File: src/rtl/ps2_pkg.sv
// rtl/ps2_pkg.sv - Shared PS/2 frame constants, states and command codes.
package ps2_pkg;

  localparam logic [2:0] ST_IDLE     = 3'd0;
  localparam logic [2:0] ST_INHIBIT  = 3'd1;
  localparam logic [2:0] ST_REQ      = 3'd2;
  localparam logic [2:0] ST_BITS     = 3'd3;
  localparam logic [2:0] ST_ACK      = 3'd4;
  localparam logic [2:0] ST_WAITIDLE = 3'd5;

  localparam int DATA_BITS  = 8;
  localparam int PARITY_IDX = 8;
  localparam int STOP_IDX   = 9;

  typedef enum logic [7:0] {
    CMD_SET_LEDS = 8'hED,
    CMD_ENABLE   = 8'hF4,
    CMD_RESET    = 8'hFF
  } ps2_cmd_e;

  function automatic logic odd_parity(input logic [DATA_BITS-1:0] b);
    return ~^b;
  endfunction

endpackage

File: src/rtl/ps2_filter.sv
// rtl/ps2_filter.sv - PS/2 line synchroniser, clock debounce and falling-edge pulse.
module ps2_filter #(
  parameter int FILT = 4
) (
  input  logic clock,
  input  logic reset,
  input  logic ce,
  input  logic ck_i,
  input  logic d_i,
  output logic ck_sync,
  output logic d_sync,
  output logic fall
);

  localparam int CW = (FILT > 1) ? $clog2(FILT) : 1;

  logic [1:0]    ck_sync_q, ck_sync_d;
  logic [1:0]    d_sync_q, d_sync_d;
  logic          ck_filt_q, ck_filt_d;
  logic [CW-1:0] cnt_q, cnt_d;
  logic          fall_d;

  always_comb begin
    ck_sync_d = ck_sync_q;
    d_sync_d  = d_sync_q;
    ck_filt_d = ck_filt_q;
    cnt_d     = cnt_q;
    fall_d    = 1'b0;
    if (ce) begin
      ck_sync_d = {ck_sync_q[0], ck_i};
      d_sync_d  = {d_sync_q[0], d_i};
      // The new level is accepted on the FILT-th consecutive differing sample.
      if (ck_sync_q[1] == ck_filt_q) begin
        cnt_d = '0;
      end else if (cnt_q == CW'(FILT - 1)) begin
        ck_filt_d = ck_sync_q[1];
        cnt_d     = '0;
        fall_d    = ck_filt_q;
      end else begin
        cnt_d = cnt_q + 1'b1;
      end
    end
  end

  always_ff @(posedge clock or negedge reset) begin
    if (!reset) begin
      ck_sync_q <= 2'b11;
      d_sync_q  <= 2'b11;
      ck_filt_q <= 1'b1;
      cnt_q     <= '0;
    end else begin
      ck_sync_q <= ck_sync_d;
      d_sync_q  <= d_sync_d;
      ck_filt_q <= ck_filt_d;
      cnt_q     <= cnt_d;
    end
  end

  assign ck_sync = ck_sync_q[1];
  assign d_sync  = d_sync_q[1];
  assign fall    = fall_d;

endmodule

File: src/rtl/ps2_tx.sv
// rtl/ps2_tx.sv - Host-to-device PS/2 command transmitter with ACK check and timeout.
module ps2_tx
  import ps2_pkg::*;
#(
  parameter int INHIBIT = 840,
  parameter int TIMEOUT = 105000,
  parameter int FILT    = 4
) (
  input  logic       clock,
  input  logic       reset,
  input  logic       ce,
  input  logic       ps2CkI,
  input  logic       ps2DI,
  output logic       ps2CkO,
  output logic       ps2DO,
  input  logic       strb,
  input  logic [7:0] d,
  output logic       busy,
  output logic       done,
  output logic       err
);

  localparam int IW = $clog2(INHIBIT + 1);
  localparam int TW = $clog2(TIMEOUT + 1);

  logic          ck_sync, d_sync, fall;
  logic [2:0]    state_q, state_d;
  logic [7:0]    data_q, data_d;
  logic          par_q, par_d;
  logic [3:0]    n_q, n_d;
  logic [IW-1:0] icnt_q, icnt_d;
  logic [TW-1:0] tmo_q, tmo_d;
  logic          ck_o_q, ck_o_d;
  logic          d_o_q, d_o_d;
  logic          busy_q, busy_d;
  logic          done_q, done_d;
  logic          err_q, err_d;

  ps2_filter #(.FILT(FILT)) u_filter (
    .clock   (clock),
    .reset   (reset),
    .ce      (ce),
    .ck_i    (ps2CkI),
    .d_i     (ps2DI),
    .ck_sync (ck_sync),
    .d_sync  (d_sync),
    .fall    (fall)
  );

  always_comb begin
    state_d = state_q;
    data_d  = data_q;
    par_d   = par_q;
    n_d     = n_q;
    icnt_d  = icnt_q;
    tmo_d   = tmo_q;
    ck_o_d  = ck_o_q;
    d_o_d   = d_o_q;
    busy_d  = busy_q;
    done_d  = done_q;
    err_d   = err_q;
    if (ce) begin
      done_d = 1'b0;
      case (state_q)
        ST_IDLE: begin
          if (strb) begin
            data_d  = d;
            par_d   = odd_parity(d);
            err_d   = 1'b0;
            busy_d  = 1'b1;
            ck_o_d  = 1'b0;
            icnt_d  = '0;
            state_d = ST_INHIBIT;
          end
        end
        ST_INHIBIT: begin
          if (icnt_q == IW'(INHIBIT - 1)) begin
            ck_o_d  = 1'b1;
            d_o_d   = 1'b0;
            tmo_d   = '0;
            state_d = ST_REQ;
          end else begin
            icnt_d = icnt_q + 1'b1;
          end
        end
        default: begin
          // Timeout wins over any fall seen on the same tick.
          if (tmo_q == TW'(TIMEOUT - 1)) begin
            ck_o_d  = 1'b1;
            d_o_d   = 1'b1;
            err_d   = 1'b1;
            done_d  = 1'b1;
            busy_d  = 1'b0;
            state_d = ST_IDLE;
          end else begin
            tmo_d = tmo_q + 1'b1;
            case (state_q)
              ST_REQ: begin
                if (fall) begin
                  d_o_d   = data_q[0];
                  n_d     = 4'd1;
                  state_d = ST_BITS;
                end
              end
              ST_BITS: begin
                if (fall) begin
                  n_d = n_q + 1'b1;
                  if (n_q < 4'(PARITY_IDX)) begin
                    d_o_d = data_q[n_q[2:0]];
                  end else if (n_q == 4'(PARITY_IDX)) begin
                    d_o_d = par_q;
                  end else begin
                    d_o_d   = 1'b1;
                    state_d = ST_ACK;
                  end
                end
              end
              ST_ACK: begin
                if (fall) begin
                  if (d_sync) err_d = 1'b1;
                  state_d = ST_WAITIDLE;
                end
              end
              ST_WAITIDLE: begin
                if (ck_sync && d_sync) begin
                  done_d  = 1'b1;
                  busy_d  = 1'b0;
                  state_d = ST_IDLE;
                end
              end
              default: begin
                ck_o_d  = 1'b1;
                d_o_d   = 1'b1;
                busy_d  = 1'b0;
                state_d = ST_IDLE;
              end
            endcase
          end
        end
      endcase
    end
  end

  always_ff @(posedge clock or negedge reset) begin
    if (!reset) begin
      state_q <= ST_IDLE;
      data_q  <= '0;
      par_q   <= 1'b0;
      n_q     <= '0;
      icnt_q  <= '0;
      tmo_q   <= '0;
      ck_o_q  <= 1'b1;
      d_o_q   <= 1'b1;
      busy_q  <= 1'b0;
      done_q  <= 1'b0;
      err_q   <= 1'b0;
    end else begin
      state_q <= state_d;
      data_q  <= data_d;
      par_q   <= par_d;
      n_q     <= n_d;
      icnt_q  <= icnt_d;
      tmo_q   <= tmo_d;
      ck_o_q  <= ck_o_d;
      d_o_q   <= d_o_d;
      busy_q  <= busy_d;
      done_q  <= done_d;
      err_q   <= err_d;
    end
  end

  assign ps2CkO = ck_o_q;
  assign ps2DO  = d_o_q;
  assign busy   = busy_q;
  // done_q is held until the next ce tick; gating with ce makes it one ce-aligned clock.
  assign done   = done_q & ce;
  assign err    = err_q;

endmodule

File: config.mk
export PLATFORM = sky130hd
export DESIGN_NAME = ps2_tx
export DESIGN_NICKNAME = d
export VERILOG_FILES = /design/src/rtl/ps2_pkg.sv /design/src/rtl/ps2_filter.sv /design/src/rtl/ps2_tx.sv
export SDC_FILE = /design/constraint.sdc
export NUM_CORES = 1
export LEC_CHECK = 0
export CAP_MARGIN = 40
export CORE_MARGIN = 8
export CORE_UTILIZATION = 54
export DETAILED_ROUTE_END_ITERATION = 10
export PLACE_DENSITY_LB_ADDON = 0.05
export SKIP_CTS_REPAIR_TIMING = 1
export SYNTH_ARGS = -nofsm -noshare
export SYNTH_HDL_FRONTEND = slang
export SYNTH_SLANG_ARGS = --single-unit
File: constraint.sdc
create_clock -name clock -period 2.2 [get_ports clock]
set_clock_uncertainty 0.05 [all_clocks]
set_input_delay 0.33 -clock clock [delete_from_list [all_inputs] [get_ports clock]]
set_output_delay 0.33 -clock clock [all_outputs]
set_load 0.005 [all_outputs]
==> results of run 1 <==
## critical path: stages
cell and delay [ns]:
clkdlybuf4s50_1 0.52, buf_4 0.22, and2_1 0.14, clkdlybuf4s50_1 0.49
## cell families after synthesis
kind of cell / share of synthesized area [%]
compound gates: 9.49
xor+xnor: 7.60
fa+ha+maj: 3.22
buf+inv: 4.22
flops: 44.5
mux: 4.95
simple gates: 26.0
## cells in the final DEF (no fill, tap or decap), drive strengths merged, types with 3 or more instances in the layout
cell and n:
nand4b 4, clkbuf 5, dfrtp 48, o21ai 18, dfstp 7, xnor2 18
mux2 7, a31oi 3, mux2i 3, and2 6, and3 6, ha 8
buf 31, clkdlybuf4s50 17, nand2 53, o31ai 4, or3 5, inv 15
a21oi 14, xor2 9, nor4 4, nor3 7, nand4 5, nand3 19
nor2 39
## state kept, by name, summed over array words and instances (netlist names)
register	cells
ps2CkO	1
u_filter.cnt_q	2
done_q	1
u_filter.ck_filt_q	1
tmo_q	17
n_q	4
u_filter.ck_sync_q	2
data_q	8
par_q	1
busy	1
ps2DO	1
state_q	3
err	1
icnt_q	10
u_filter.d_sync_q	2
## per-stage QoR
stage,power (µW),util [%],cell area (µm²)
5_1_grt,3370,66.1,3660
2_1_floorplan,2110,-,3120
3_5_place_dp,2530,63.9,3540
4_1_cts,3130,65.6,3640
6_report,3120,66.1,3660
3_3_place_gp,2500,63.9,3540
## path summary, 6_finish.rpt
check | cells after the start | to
min in group asynchronous | 2 | u_filter.cnt_q[1]$_DFFE_PN0P_
worst max-delay path | 4 | done
worst max register to register | 7 | state_q[2]$_DFFE_PN0P_
max in group asynchronous | 3 | ps2DO$_DFFE_PN1P_
worst min-delay path | 2 | data_q[4]$_DFFE_PN0P_
worst min register to register | 2 | data_q[4]$_DFFE_PN0P_
## area by class of cell
cell class | instances | area [µm²] | area share [%]
well taps | 72 | 90.1 | 2.46
clock buffers | 5 | 68.8 | 1.88
flip-flops and latches | 55 | 1390 | 37.8
clock inverters | 3 | 25.0 | 0.683
inverters | 15 | 56.3 | 1.54
multi-input cells | 259 | 1620 | 44.1
repair buffers | 49 | 423 | 11.5
## metal layers
metal / wire length, µm / share of wire (%) / up-vias
met5: 0 / 0 / -
met1: 3180 / 47 / 1222
li1: - / - / 1271
met2: 3250 / 48 / 45
met4: 106 / 1.6 / 0
met3: 222 / 3.3 / 8
## power groups by stage
| stage | Clock, µW | Sequential (µW) | Combinational, µW |
|---|---|---|---|
| 2_1_floorplan | 0 | 1360 | 745 |
| 3_3_place_gp | 0 | 1370 | 1130 |
| 3_5_place_dp | 0 | 1380 | 1150 |
| 4_1_cts | 600 | 1360 | 1170 |
| 5_1_grt | 644 | 1390 | 1330 |
| 6_report | 584 | 1360 | 1180 |
==> metrics.csv, run 1 <==
stage,metric,value,unit
logic_synthesis,#FFs+latches synth,55,
critical_path,Critical path origin,ce,
drt,DR DRC count,0,
power,Sw Ratio,36.2,%
clock_network,H-Tree Depth,2,
logic_synthesis,most area-consuming cells after synthesis,"dfrtp_1 (39%), nand2_1 (6.4%), dfstp_2 (5.9%)",
layout,ant diodes,0,
hold_path,worst hold path class,reg2reg,
hold_path,hold_sp,data_q[4]$_DFFE_PN0P_,
logic_synthesis,Ys Warns,0,
layout,post-route insts no fill,458,
power,P_leak,0.00165,µW
status,outcome,"finished, final reports clean",
power,share of power burned in the clock network,18.7,%
logic_synthesis,"Seq/Total Area, Yosys",44.5,%
grt,GR Overflow Total,0,
drt,post-route ant nets,0,
layout,Layout area overhead,17.8,%
critical_path,WP data required,1.82,ns
grt,met3 Use GR,3.83,%
grt,met2 Use GR,27.8,%
floorplanning,Initial Util,56.2,%
placement,IO buf count,18,
logic_synthesis,area of the mapped netlist,3110,µm²
grt,largest net degree at the start of global routing,32,
layout,share of layout cells above drive strength 1,17.4,%
logic_synthesis,syn_nets,366,
critical_path,WS Path Type,in2out,
logic_synthesis,post-synth top area cell,dfrtp_1,
clock_network,worst skew pair latency,0.32,ns
power,Pwr Density,851,nW/µm²
timing,Slew headroom,59.3,%
grt,all-layer global routing usage,17.2,%
logic_synthesis,Async SR Flop Fraction,100,%
timing,period utilisation layout,94.5,%
logic_synthesis,commonest cells in the netlist,"nand2_1 (53), dfrtp_1 (48), nor2_1 (39), nand3_1 (19), xnor2_1 (18)",
timing,pins over their slew limit,0,
clock_network,Worst-path clk slew,0.11,ns
critical_path,critical path startpoint category,primary input,
logic_synthesis,post-synth top area share,38.6,%
timing,setup tns final,0,ns
timing,post-route minimum period,2.08,ns
timing,Worst Max-Slew Pin Slew,0.610,ns
logic_synthesis,Syn Inst Count,344,
floorplanning,Die Wd,91.9,µm
critical_path,crit end category,primary output,
run,max_cap viols,0,
clock_network,clk sink count,55,
clock_network,CTS tree,yes,
power,Int Pwr,1990,µW
clock_network,CTS buffer count,5,
floorplanning,core area,5540,µm²
drt,Via density,5.56,
timing,final hold viol count,0,
placement,Setup WS pre-CTS,0.0273,ns
grt,initial antenna violation count,0,
drt,Initial DRC Count,167,
timing,RSZ-0062 raised after global routing,no,
drt,via count,2546,
grt,met1 Use GR,22.1,%
critical_path,"Arr. time, crit path",1.70,ns
critical_path,R2R Path Start,tmo_q[1]$_DFFE_PN0P_,
timing,setup ws final,0.120,ns
power,Sw Pwr,1130,µW
power,combinational share of power,37.7,%
grt,first-pass GRT wire length,12100,µm
floorplanning,FP Rows,27,
layout,FILL cells,454,
clock_network,CTS max path bufs,2,
power,Peak VDD IR,0.393,mV
layout,final net count,407,
logic_synthesis,Post-synth EDFFs,0,
grt,vias in the first global route,2537,
timing,fmax,0.481,GHz
logic_synthesis,most frequent cell after synthesis,nand2_1,
critical_path,CP max FO,13,
timing,final setup fails,0,
placement,Final Wtd Congestion,0.898,
critical_path,worst reg2reg setup slack,0.13,ns
timing,hold_ws,0.431,ns
logic_synthesis,Synth cell types,47,
grt,Top Usage Layer GRT,met2,
power,Seq pwr share,43.6,%
floorplanning,Ports,19,
logic_synthesis,"Top FF cell, synth",dfrtp_1,
drt,final wirelength,6760,µm
floorplanning,die area,8450,µm²
floorplanning,Die Ht,91.9,µm
drt,post-DR wirelength/cell,14.8,µm
clock_network,Root Buffer,clkbuf_8,
logic_synthesis,Avg Inst Size Synth,9.05,µm²
placement,dpl cells,449,
placement,HPWL Detailed,4950,µm
drt,detailed-router iteration count before antenna repair,4,
Power figures use the tool's default switching activity.
==> run 2, diff against run 1 <==
- clock period: 2.2 -> 1.9 ns (I/O delays scaled with it)
==> run 2 against run 1 <==
- sequential share of layout area is 4.9 points lower
- clock-buffer cell count stayed put
- the flow now finishes with violations (negative setup slack)
- critical path depth is 4 higher
- combinational power is 52% higher
- routed wire length is 15% higher
- clock power is 58% higher
- via count is 10% higher
- hold slack better by 0.010 ns
- total power is 37% higher
==> metrics.csv, run 2 (same netlist as run 1, synthesis figures left out) <==
stage,metric,value,unit,change
power,Pwr Total,4290,µW,was 3120 µW
critical_path,"slowest stage delay, CP",0.46,ns,was 0.52 ns
critical_path,"Arr. time, crit path",2.29,ns,was 1.70 ns
timing,final setup fails,24,,was 0
timing,setup ws final,-0.195,ns,was 0.120 ns
clock_network,Worst-path clk slew,0.10,ns,was 0.11 ns
layout,Layout area overhead,35.5,%,was 17.8%
timing,period utilisation layout,110,%,
drt,DR DRC count,0,,unchanged
placement,Setup WS pre-CTS,-0.222,ns,was 0.0273 ns
hold_path,hold_sp,data_q[3]$_DFFE_PN0P_,,was data_q[4]$_DFFE_PN0P_
critical_path,crit end category,flip-flop,,was primary output
drt,Initial DRC Count,200,,was 167
layout,share of layout cells above drive strength 1,31.9,%,was 17.4%
critical_path,Buffers & Inverters on Critical Path,1,,was 3
floorplanning,Initial Util,56.2,%,unchanged
critical_path,Reg2Reg Capture Point,n_q[3]$_DFFE_PN0P_,,was state_q[2]$_DFFE_PN0P_
drt,met3 wire len,220,µm,was 222 µm
floorplanning,Ports,19,,unchanged
critical_path,CP max FO,6,,was 13
layout,"most common cell after layout, fill and taps aside",buf_4,,was nand2_1
critical_path,Reg2Reg Depth,8,,was 7
timing,Slew headroom,73.5,%,was 59.3%
drt,met1 WL,3340,µm,was 3180 µm
timing,pins over their slew limit,0,,unchanged
clock_network,CTS tree,yes,,unchanged
floorplanning,FP Rows,27,,unchanged
clock_network,H-Tree Depth,2,,unchanged
grt,largest net degree at the start of global routing,56,,was 32
critical_path,critical path startpoint category,flip-flop,,was primary input
drt,DR WL met2,4080,µm,was 3250 µm
timing,Worst Max-Slew Pin Slew,0.394,ns,was 0.610 ns
hold_path,worst hold path class,reg2reg,,unchanged
timing,post-route minimum period,2.09,ns,
power,P_leak,0.00192,µW,was 0.00165 µW
drt,post-DR wirelength/cell,15.5,µm,was 14.8 µm
clock_network,CTS buffer count,5,,unchanged
critical_path,R2R Path Start,tmo_q[1]$_DFFE_PN0P_,,unchanged
floorplanning,die area,8450,µm²,unchanged
timing,RSZ-0062 raised after global routing,yes,,was no
layout,most frequent cells in the layout,"buf_4 (63), nand2_1 (53), dfrtp_1 (48)",,"was nand2_1 (53), dfrtp_1 (48), nor2_1 (38)"
status,outcome,"finished, violations left",,"was finished, final reports clean"
floorplanning,Die Ht,91.9,µm,unchanged
critical_path,"Critical Path, Cell by Cell","ha_2, nand4b_1, nor4_2, buf_4, and2_4, or4_4, or3_1, mux2i_1",,"was clkdlybuf4s50_1, buf_4, and2_1, clkdlybuf4s50_1"
drt,Highest Signal Layer,met4,,unchanged
power,Peak VDD IR,0.567,mV,was 0.393 mV
timing,hold_ws,0.441,ns,was 0.431 ns
grt,first-pass GRT wire length,12900,µm,was 12100 µm
layout,Regs by FF count,"tmo_q x17, icnt_q x10, data_q x8",,unchanged
drt,Via density,5.64,,was 5.56
timing,fmax,0.477,GHz,
run,max_cap viols,0,,unchanged
timing,final hold viol count,0,,unchanged
hold_path,hold depth,2,,unchanged
floorplanning,core area,5540,µm²,unchanged
placement,IO buf count,18,,unchanged
clock_network,Root Buffer,clkbuf_8,,unchanged
drt,detailed-router iteration count before antenna repair,4,,unchanged
grt,GR Overflow Total,0,,unchanged
placement,Final Wtd Congestion,0.921,,was 0.898
critical_path,WP data required,2.10,ns,was 1.82 ns
status,failing checks,negative setup slack,,
clock_network,CTS max path bufs,2,,unchanged
placement,HPWL Detailed,5450,µm,was 4950 µm
critical_path,critical path's top delay family,simple AND/OR/NAND/NOR gates,,was buffers and inverters
drt,via count,2813,,was 2546
layout,post-route insts no fill,499,,was 458
clock_network,worst skew pair latency,0.31,ns,was 0.32 ns
placement,dpl cells,482,,was 449
clock_network,clk sink count,55,,unchanged
grt,all-layer global routing usage,18.3,%,was 17.2%
power,Pwr Density,1020,nW/µm²,was 851 nW/µm²
floorplanning,Die Wd,91.9,µm,unchanged
layout,ant diodes,0,,unchanged
grt,vias in the first global route,2879,,was 2537
layout,max reg flops,17,,unchanged
layout,Biggest register,tmo_q,,unchanged
critical_path,critical path depth,8,,was 4
drt,post-route ant nets,0,,unchanged
layout,Util after Layout,76.1,%,was 66.1%
grt,initial antenna violation count,0,,unchanged
critical_path,WS Path Type,reg2reg,,was in2out
hold_path,hold endpoint,data_q[3]$_DFFE_PN0P_,,was data_q[4]$_DFFE_PN0P_
critical_path,worst reg2reg setup slack,-0.19,ns,was 0.13 ns
layout,final net count,448,,was 407
drt,final wirelength,7740,µm,was 6760 µm
critical_path,slowest CP cell,or4_4,,was clkdlybuf4s50_1
-- run 2: changes by cell type in the layout (fill, tap and decap cells not counted), moves of 4 or more --
cell and change:
buf_4 +34, nand3_1 -7, nand3_2 +7, buf_6 +5, a21oi_1 -4, a21oi_2 +4
-- run 2: through the flow --
step	area, µm²	TNS (ns)
after floorplan	3200	-0.409
after global placement	3850	-2.43
after detailed placement	3850	-3.18
after CTS	3990	-3.87
after global routing	4220	-4.17
final	4220	-1.67
-- run 2: report_power, final --
group | internal (µW) | leakage (µW) | switching, µW
Combinational | 862 | 0.00115 | 930
Sequential | 1430 | 0.000710 | 144
Clock | 526 | 0.0000644 | 398
-- run 2: area by class of cell --
class | instances | area (µm²)
flip-flops and latches | 55 | 1390
repair buffers | 89 | 754
inverters | 15 | 56.3
clock inverters | 3 | 67.6
multi-input cells | 260 | 1790
well taps | 72 | 90.1
fillers | 401 | 1320
clock buffers | 5 | 68.8
-- run 2: worst max-delay path by stage --
| stage | slack [ns] | end | from |
|---|---|---|---|
| after floorplan | -0.18 | n_q[3]$_DFFE_PN0P_ | tmo_q[0]$_DFFE_PN0P_ |
| after global placement | -0.19 | ps2CkO$_DFFE_PN1P_ | tmo_q[4]$_DFFE_PN0P_ |
| after detailed placement | -0.22 | n_q[3]$_DFFE_PN0P_ | tmo_q[1]$_DFFE_PN0P_ |
| after CTS | -0.25 | n_q[3]$_DFFE_PN0P_ | tmo_q[1]$_DFFE_PN0P_ |
| after global routing | -0.25 | tmo_q[16]$_DFFE_PN0P_ | tmo_q[4]$_DFFE_PN0P_ |
| final | -0.19 | n_q[3]$_DFFE_PN0P_ | tmo_q[1]$_DFFE_PN0P_ |
-- run 2: routing by layer --
layer  GRT usage (%)  vias to the layer above
met5               0                        -
li1                -                     1346
met3            2.69                        9
met4            6.17                        0
met1            21.9                     1395
met2            32.5                       63
-- run 2: worst register-to-register path: cells and delay by family (launching register included) --
family        cells  cell delay (ns)
flops             1             0.40
fa+ha+maj         1             0.20
buf+inv           1             0.14
simple gates      5             1.11
mux               1             0.12
==> run 3, diff against run 2 <==
- CORE_UTILIZATION: 54 -> 56
- CTS_BUF_LIST: default -> sky130_fd_sc_hd__clkbuf_8
- PLACE_DENSITY: default -> 0.81
- PLACE_DENSITY_LB_ADDON: 0.05 -> default
==> run 3 against run 2 <==
- the flow still finishes with violations (negative setup slack)
- sequential share of layout area is 0.85 points lower
- total power rose by 0.81%
- global-route usage is 0.21 points higher
- combinational power rose by 14%
- core utilization rose by 3.5 points
- via count increased by 5.6%
- sequential power about the same
- sequential cell count unchanged
- setup slack gained 0.020 ns
- hold slack lost 0.096 ns
- register-to-register slack improved by 0.02 ns
- clock power down 24%
==> metrics.csv, run 3 (same netlist as run 1, synthesis figures left out) <==
stage,metric,value,unit,change
layout,Layout area overhead,39.1,%,was 35.5%
power,P_leak,0.00196,µW,was 0.00192 µW
layout,area of the multi-input gates,1900,µm²,was 1790 µm²
timing,final hold viol count,0,,unchanged
power,share of power burned in the clock network,16.3,%,was 21.6%
timing,Slew headroom,69.1,%,was 73.5%
critical_path,crit end category,flip-flop,,unchanged
critical_path,slowest CP cell,or4_4,,unchanged
layout,share of layout cells above drive strength 1,35.3,%,was 31.9%
timing,Worst Max-Slew Pin Slew,0.463,ns,was 0.394 ns
critical_path,"Critical Path, Cell by Cell","ha_2, nand4b_1, nor4_4, and2_4, or4_4, or3_1, mux2i_1",,"was ha_2, nand4b_1, nor4_2, buf_4, and2_4, or4_4, or3_1, mux2i_1"
timing,pins over their slew limit,0,,unchanged
drt,post-DR wirelength/cell,17.8,µm,was 15.5 µm
timing,hold_ws,0.345,ns,was 0.441 ns
placement,Placement Cell Area,3860,µm²,was 3850 µm²
timing,final setup fails,29,,was 24
critical_path,WP data required,2.10,ns,about the same
timing,post-route minimum period,2.07,ns,was 2.09 ns
floorplanning,Initial Util,57.2,%,was 56.2%
clock_network,CTS buffer count,5,,unchanged
clock_network,CTS max path bufs,2,,unchanged
layout,FILL cells,298,,was 401
critical_path,Buffers & Inverters on Critical Path,0,,was 1
critical_path,"slowest stage delay, CP",0.45,ns,was 0.46 ns
drt,via count,2971,,was 2813
timing,setup tns final,-1.92,ns,was -1.67 ns
floorplanning,Die Wd,90.5,µm,was 91.9 µm
power,Pwr Density,998,nW/µm²,was 1020 nW/µm²
power,Seq pwr share,36.5,%,was 36.6%
power,Int Pwr,2660,µW,was 2810 µW
timing,period utilisation layout,109,%,was 110%
critical_path,"Arr. time, crit path",2.27,ns,was 2.29 ns
layout,final instance area,4330,µm²,was 4220 µm²
layout,Regs by FF count,"tmo_q x17, icnt_q x10, data_q x8",,unchanged
clock_network,Worst-path clk slew,0.11,ns,was 0.10 ns
status,outcome,"finished, violations left",,unchanged
power,Sw Pwr,1660,µW,was 1470 µW
floorplanning,core area,5440,µm²,was 5540 µm²
grt,GR Overflow Total,0,,unchanged
clock_network,clk sink count,55,,unchanged
placement,HPWL Detailed,5490,µm,was 5450 µm
floorplanning,Ports,19,,unchanged
drt,final wirelength,8880,µm,was 7740 µm
placement,Final Wtd Congestion,0.897,,was 0.921
floorplanning,FP Rows,27,,unchanged
clock_network,CTS tree,yes,,unchanged
clock_network,H-Tree Depth,2,,unchanged
layout,"most common cell after layout, fill and taps aside",buf_4,,unchanged
layout,ant diodes,0,,unchanged
layout,Biggest register,tmo_q,,unchanged
layout,final net count,449,,was 448
grt,largest net degree at the start of global routing,38,,was 56
clock_network,Root Buffer,clkbuf_8,,unchanged
drt,Initial DRC Count,212,,was 200
power,Peak VDD IR,0.867,mV,was 0.567 mV
floorplanning,die area,8200,µm²,was 8450 µm²
timing,fmax,0.482,GHz,was 0.477 GHz
power,Sw Ratio,38.4,%,was 34.3%
placement,IO buf count,18,,unchanged
layout,Util after Layout,79.6,%,was 76.1%
critical_path,CP max FO,3,,was 6
hold_path,worst hold path class,in2reg,,was reg2reg
clock_network,worst skew pair latency,0.33,ns,was 0.31 ns
drt,detailed-router iteration count before antenna repair,6,,was 4
status,failing checks,negative setup slack,,unchanged
critical_path,critical path's top delay family,simple AND/OR/NAND/NOR gates,,unchanged
layout,most frequent cells in the layout,"buf_4 (58), nand2_1 (51), dfrtp_1 (48)",,"was buf_4 (63), nand2_1 (53), dfrtp_1 (48)"
timing,RSZ-0062 raised after global routing,yes,,unchanged
critical_path,WS Path Type,reg2reg,,unchanged
drt,post-route ant nets,0,,unchanged
drt,Via density,5.94,,was 5.64
floorplanning,Die Ht,90.5,µm,was 91.9 µm
drt,DR DRC count,0,,unchanged
grt,first-pass GRT wire length,12700,µm,was 12900 µm
run,max_cap viols,0,,unchanged
power,combinational share of power,47.3,%,was 41.8%
layout,max reg flops,17,,unchanged
grt,vias in the first global route,2832,,was 2879
timing,setup ws final,-0.174,ns,was -0.195 ns
critical_path,critical path startpoint category,flip-flop,,unchanged
layout,sequential cell area,1390,µm²,unchanged
grt,all-layer global routing usage,18.5,%,was 18.3%
grt,initial antenna violation count,0,,unchanged
-- run 3: changes by cell type in the layout (fill, tap and decap cells not counted), moves of 3 or more --
cell,before,now
a21oi_4,0,3
buf_4,63,58
buf_6,5,11
nand3_1,12,9
o21ai_0,14,8
o21ai_1,3,7
-- run 3: routing by layer --
metal	global-route usage (%)	part of all wire, %	routed length (µm)	vias up
met3	2.83	5.2	458	23
met5	0	0	0	-
li1	-	-	-	1348
met2	31.7	51	4550	133
met4	7.21	2.5	221	0
met1	22.6	41	3640	1467
-- run 3: power by group through the flow --
stage | Combinational (µW) | Clock [µW] | Sequential (µW)
floorplan | 937 | 0 | 1580
detailed placement | 1580 | 0 | 1590
global placement | 1520 | 0 | 1570
CTS | 1600 | 695 | 1570
global route | 2190 | 758 | 1590
finish | 2040 | 703 | 1580
-- run 3: final timing paths --
| check | from | end | slack, ns | cells past startpoint |
|---|---|---|---|---|
| max in group asynchronous | reset | tmo_q[3]$_DFFE_PN0P_ | 0.85 | 3 |
| setup / recovery | tmo_q[0]$_DFFE_PN0P_ | n_q[3]$_DFFE_PN0P_ | -0.17 | 7 |
| hold / removal | ce | u_filter.d_sync_q[1]$_DFFE_PN1P_ | 0.34 | 3 |
| setup reg to reg | tmo_q[0]$_DFFE_PN0P_ | n_q[3]$_DFFE_PN0P_ | -0.17 | 7 |
| hold reg to reg | data_q[3]$_DFFE_PN0P_ | data_q[3]$_DFFE_PN0P_ | 0.44 | 2 |
| min in group asynchronous | reset | err$_DFFE_PN0P_ | 0.38 | 2 |
-- run 3: final cells by class --
class	instances	share of cell area [%]
Inverter	15	1.30
Clock inverter	3	0.549
Tap cell	72	2.08
Timing Repair Buffer	91	18.6
Clock buffer	5	1.59
Multi-Input combinational cell	259	43.8
Sequential cell	55	32.0
-- run 3: metrics by stage --
stage                     std cells  power (µW)  worst slack (ns)
final                           500        4320            -0.174
after global routing            500        4540            -0.249
after CTS                       491        3860            -0.202
after detailed placement        483        3170            -0.200
after global placement          483        3090            -0.141
after floorplan                 344        2510            -0.177
-- run 3: tightest hold or removal path: cells and delay by family --
family / cells / cell delay (ns)
AOI/OAI and AO/OA: 1 / 0.09
buffers and inverters: 2 / 0.33
